File: src/rtl/rr_sched8.sv
// Round-robin scheduler for an 8-way shared resource with a per-session hold limit.
// Drives a 3-bit decoder select plus the matching one-hot grant vector.
module rr_sched8 #(
  parameter int unsigned HOLD_MAX = 16
) (
  input  logic       clk,
  input  logic       rst,
  input  logic [7:0] req,
  input  logic       done,
  output logic       gnt_valid,
  output logic [2:0] gnt_idx,
  output logic [7:0] gnt,
  output logic       timeout
);

  typedef enum logic {IDLE, GRANT} state_t;

  localparam logic [7:0] HOLD_LAST = 8'(HOLD_MAX - 1);

  state_t     state_q, state_d;
  logic [2:0] ptr_q, ptr_d;
  logic [7:0] hold_cnt_q, hold_cnt_d;
  logic       gnt_valid_q, gnt_valid_d;
  logic [2:0] gnt_idx_q, gnt_idx_d;
  logic       timeout_q, timeout_d;

  logic       any_req;
  logic [2:0] winner;
  logic [2:0] cand;
  logic       rel_done, rel_withdraw, rel_limit;

  // Scan from ptr+7 down to ptr so the entry closest to ptr is written last and wins.
  always_comb begin
    winner = ptr_q;
    cand   = ptr_q;
    for (int i = 7; i >= 0; i--) begin
      cand = ptr_q + 3'(i);
      if (req[cand]) winner = cand;
    end
  end

  assign any_req      = |req;
  assign rel_done     = done;
  assign rel_withdraw = ~req[gnt_idx_q];
  assign rel_limit    = (hold_cnt_q == HOLD_LAST);

  always_comb begin
    state_d     = state_q;
    ptr_d       = ptr_q;
    hold_cnt_d  = hold_cnt_q;
    gnt_valid_d = gnt_valid_q;
    gnt_idx_d   = gnt_idx_q;
    timeout_d   = 1'b0;
    case (state_q)
      IDLE: begin
        if (any_req) begin
          state_d     = GRANT;
          gnt_valid_d = 1'b1;
          gnt_idx_d   = winner;
          hold_cnt_d  = 8'd0;
        end
      end
      GRANT: begin
        if (rel_done || rel_withdraw || rel_limit) begin
          state_d     = IDLE;
          gnt_valid_d = 1'b0;
          ptr_d       = gnt_idx_q + 3'd1;
          // A voluntary release on the limit cycle is not a timeout.
          timeout_d   = rel_limit && !rel_done && !rel_withdraw;
        end else begin
          hold_cnt_d  = hold_cnt_q + 8'd1;
        end
      end
      default: state_d = IDLE;
    endcase
  end

  always_ff @(posedge clk or posedge rst) begin
    if (rst) begin
      state_q     <= IDLE;
      ptr_q       <= 3'd0;
      hold_cnt_q  <= 8'd0;
      gnt_valid_q <= 1'b0;
      gnt_idx_q   <= 3'd0;
      timeout_q   <= 1'b0;
    end else begin
      state_q     <= state_d;
      ptr_q       <= ptr_d;
      hold_cnt_q  <= hold_cnt_d;
      gnt_valid_q <= gnt_valid_d;
      gnt_idx_q   <= gnt_idx_d;
      timeout_q   <= timeout_d;
    end
  end

  genvar gi;
  generate
    for (gi = 0; gi < 8; gi++) begin : g_dec
      assign gnt[gi] = gnt_valid_q && (gnt_idx_q == 3'(gi));
    end
  endgenerate

  assign gnt_valid = gnt_valid_q;
  assign gnt_idx   = gnt_idx_q;
  assign timeout   = timeout_q;

endmodule
File: config.mk
export PLATFORM = sky130hd
export DESIGN_NAME = rr_sched8
export DESIGN_NICKNAME = d
export VERILOG_FILES = /design/src/rtl/rr_sched8.sv
export SDC_FILE = /design/constraint.sdc
export NUM_CORES = 1
export LEC_CHECK = 0
export ABC_CLOCK_PERIOD_IN_PS = 4200
export CAP_MARGIN = 20
export CORE_MARGIN = 2
export CORE_UTILIZATION = 60
export DETAILED_ROUTE_END_ITERATION = 12
export PLACE_DENSITY = 0.86
export REMOVE_ABC_BUFFERS = 1
export SLEW_MARGIN = 20
export SYNTH_ARGS = -nofsm -noshare
export SYNTH_HDL_FRONTEND = slang
export SYNTH_SLANG_ARGS = --single-unit
File: constraint.sdc
create_clock -name clk -period 4.2 [get_ports clk]
set_input_delay 0.84 -clock clk [delete_from_list [all_inputs] [get_ports clk]]
set_output_delay 0.84 -clock clk [all_outputs]
set_load 0.01 [all_outputs]
==> results <==
- The run finished with clean final reports.
- The count of hold buffers inserted by post-cts repair is 0.
- After Yosys synthesis, XOR and XNOR cells account for 2.81% of the synthesized area.
- The kind of cell with the highest combined delay along the critical path is multiplexers.
- The gate count after technology mapping is 193.
- Setup violations remaining at the end of the flow were counted as 0.
- The number of clock buffers inserted by TritonCTS is 3.
- The placer's final routability congestion estimate is 0.909.
- After detailed routing, the number of remaining DRC violations is 0.
- The commonest register cell after synthesis is dfrtp_1.
- Dividing the detail-routed via count by the number of cells gives 6.87.
- The final clock skew is 5.07 ps.
- The number of placed I/O pins is 24.
- The final critical-path share of the clock period is 74.4%.
- Summed over all layers, the routed wires come to 4360 um.
- During placement, the flow inserted port buffers numbering 23.
- For this design the ratio of total power to cell area is 768 mW/mm^2.
- The post-synthesis register bit count is 17.
- The number of antenna violations at the first check in global routing came to 0.
- The share of async-settable or async-resettable flops after synthesis is 100%.
- Post-CTS timing repair inserted 0 buffers for setup.
- At the worst endpoint, the required time is 4390 ps.
- The worst hold margin is 516 ps.
- The total via count in the routed design is 1684.
- The CTS tree is yes.
- In this run the number of H-tree levels came out at 1.
- The relative slew slack is 45.9%.
- Of all nets on the critical path, the largest fanout is 15.
- The share of the core filled with cells in the final layout is 70.8%.
- The worst path in the final design needs a cycle of 3120 ps, including I/O delays and setup.
- In this run, post-CTS repair resized a total of 0 instances.
- The path category of the worst min-delay check is reg2reg.
- The violation count after the first detailed-route iteration is 101.
- The placement row count is 20.
- After Yosys synthesis, full adders, half adders and majority gates account for 6.01% of the synthesized area.
- The signal on the critical path passes through buf_4, clkinv_1, ha_1, mux4_1, mux2i_1, mux2i_1, mux2i_1, a221o_1.
- The number of nets in the layout is 233.
- In this run the cell area of the synthesized design comes to 0.00187 mm^2.
- The net switching power of the design is 813 uW.
- The switching share of total power is 49.7%.
- The setup path with the least slack is of type reg2reg.
- The slew of the pin with the lowest slew margin is 812 ps.
- The global route total overflow is 0.
- The total power after layout is 1630 uW.
- The hold violation total from the final report is 0.
- Derived from the worst setup path, the maximum achievable clock frequency is 320 MHz.
- The number of global-route vias before repair is 1607.
- The max-capacitance violation count is 0.
- The overall track demand over capacity in global routing is 26.6%.
- The first global-routing pass estimated 7240 um of wire.
- The endpoint class of the critical path is a register.
- The synthesis warning total is 0.
- Clock-pin slew was measured on the worst setup and hold paths at 100 ps.
- The share of cell area taken by muxes after synthesis is 28.7%.
- The simple-gate portion of the synthesized area is 20.0%.
- A synthesized cell averages 9.70 um^2.
- The clock tree root driver cell is clkbuf_4.
- The die covers 0.00358 mm^2.
- For this design, the slowest cell found on the critical path is ha_1.
- The register share of total power is 17.6%.
- In this run the standard cell core region covers 0.00300 mm^2.
- The clock net in this run drives a total of 17 sinks.
- The detail route stage leaves a number of antenna-violating nets equal to 0.
- By instance count, the cell type seen most on the critical path is mux2i_1.
- Clock latency on the worst-skew pair, taken at its later pin, is 300 ps.
- The critical path contains buffers and inverters numbering 2 combined.
- The half-perimeter wire length of the detailed placement result is 3260 um.
- The largest single stage delay on the critical path is 610 ps.
- In this run, synthesis inferred 0 flip-flops with an integrated enable.
- Once the floorplan was initialized, standard cells occupied 62.4% of the core.
- The internal power of the cells totals 821 uW.
- In this run the vertical extent of the chip is 59.9 um.
- The area added between synthesis and finish is 13.6%.
- After layout, the worst setup slack is 1080 ps.
- The part of the total power dissipated in combinational logic is 77.1%.
- The buffer depth of the longest clock path is 2.
- The kind of start point of the critical path is a register.
- Of the total power, the clock network draws 5.4%.
- The post-synthesis cell type count is 48.
- For this design the static power due to leakage is 0.000892 uW.
- The area fraction in compound gates after synthesis is 14.6%.
- The worst setup slack after placement is 930 ps.
- The number of antenna diodes is 0.
- Across the VDD grid, the largest voltage drop is 0.464 mV.
- The share of final-layout standard cells stronger than drive strength 1 is 13.2%.
- The maximum number of pins on one net before global-route repair is 22.
- The max-slew violation total from the final report is 0.
- The dominant combinational cell family by area after synthesis is multiplexers.
- The sequential cell area fraction in the yosys report is 22.7%.
- The first-pass iteration count of the detailed router is 4.
- Dividing the detail-routed wire length by the instance count gives 17.8 um.
- Data on the critical path arrives at its endpoint at 3310 ps.
- The chip width is 59.9 um.
- After routing, the total negative slack on setup checks comes to 0 ps.
- Setup repair after global routing left no endpoint under its margin.
-- stage by stage --
step	cell area, um^2	instances
2_1_floorplan	1810	183
3_3_place_gp	2100	241
3_5_place_dp	2100	241
4_1_cts	2130	245
5_1_grt	2130	245
6_report	2130	245
-- layout make-up --
type                       count  area, um^2
clock buffer                   3        22.5
clock inverter                 1        5.00
fill                         240         876
inverter                      10        37.5
multi-input combinational    156        1350
sequential                    17         425
tap                           33        41.3
timing repair buffer          25         245
-- cell usage after synthesis (all sizes together), types with 4 or more instances --
| master | instances | area (um^2) |
|---|---|---|
| nor2 | 11 | 41.3 |
| mux2i | 9 | 93.8 |
| o21ai | 12 | 60.1 |
| nand2 | 18 | 67.6 |
| nor4 | 4 | 25.0 |
| and3 | 7 | 43.8 |
| nand3 | 7 | 35.0 |
| inv | 9 | 33.8 |
| and2 | 8 | 50.1 |
| nand4 | 4 | 25.0 |
| xnor2 | 4 | 35.0 |
| ha | 9 | 113 |
| buf | 5 | 36.3 |
| nor3 | 4 | 25.0 |
| dfrtp | 17 | 425 |
| a21oi | 8 | 40.0 |
| mux2 | 4 | 45.0 |
| clkbuf | 5 | 23.8 |
| mux4 | 17 | 398 |
-- flip-flops by register name (all words and copies together) (netlist names) --
signal,cells
ptr_q,3
gnt_idx,3
hold_cnt_q,8
gnt_valid,1
timeout,1
state_q,1
-- final timing paths --
kind / end / depth (start not counted) / from / slack (ps)
worst max-delay path: gnt_idx[1]$_DFFE_PP0P_ / 8 / ptr_q[1]$_DFFE_PP0P_ / 1080
worst min-delay path: hold_cnt_q[7]$_DFFE_PP0P_ / 1 / hold_cnt_q[7]$_DFFE_PP0P_ / 520
worst max register to register: gnt_idx[1]$_DFFE_PP0P_ / 8 / ptr_q[1]$_DFFE_PP0P_ / 1080
worst min register to register: hold_cnt_q[7]$_DFFE_PP0P_ / 1 / hold_cnt_q[7]$_DFFE_PP0P_ / 520
max in group asynchronous: hold_cnt_q[7]$_DFFE_PP0P_ / 2 / rst / 2890
min in group asynchronous: hold_cnt_q[6]$_DFFE_PP0P_ / 2 / rst / 910
-- layer usage --
layer | share of wire [%] | vias up | GRT usage (%)
met4 | 0.32 | 0 | 7.94
met2 | 48 | 99 | 39.6
met3 | 8.6 | 2 | 7.14
li1 | - | 782 | -
met1 | 43 | 801 | 38.1
met5 | 0 | - | 0
-- power groups by stage --
stage          combinational (uW)  clock, uW  sequential, uW
2_1_floorplan                 874          0             325
3_3_place_gp                 1190          0             287
3_5_place_dp                 1220          0             292
4_1_cts                      1230       91.8             287
5_1_grt                      1370       96.6             298
6_report                     1260       87.7             287
-- cell usage in the layout (no fill, tap or decap), drive strengths merged, types with 4 or more instances in the layout --
| master | n |
|---|---|
| a21oi | 8 |
| and2 | 8 |
| and3 | 7 |
| clkdlybuf4s50 | 23 |
| dfrtp | 17 |
| ha | 9 |
| inv | 9 |
| mux2 | 4 |
| mux2i | 9 |
| mux4 | 17 |
| nand2 | 18 |
| nand3 | 7 |
| nand4 | 4 |
| nor2 | 11 |
| nor3 | 4 |
| nor4 | 4 |
| o21ai | 12 |
| xnor2 | 4 |
-- logic make-up (layout without fill, tap and decap cells) --
| group | after synthesis | count (layout) |
|---|---|---|
| AOI/OAI and AO/OA | 41 | 41 |
| DFF | 17 | 17 |
| and+or+nand+nor | 70 | 70 |
| muxes | 30 | 30 |
| adders and majority gates | 9 | 9 |
| buffers and inverters | 20 | 39 |
| xor gates and xnor gates | 6 | 6 |
-- worst register-to-register path, cell delays in order, from the launching register on --
cell,delay [ps]
dfrtp_1,340
buf_4,230
clkinv_1,280
ha_1,620
mux4_1,470
mux2i_1,370
mux2i_1,270
mux2i_1,120
a221o_1,310
Power figures use the tool's default switching activity.
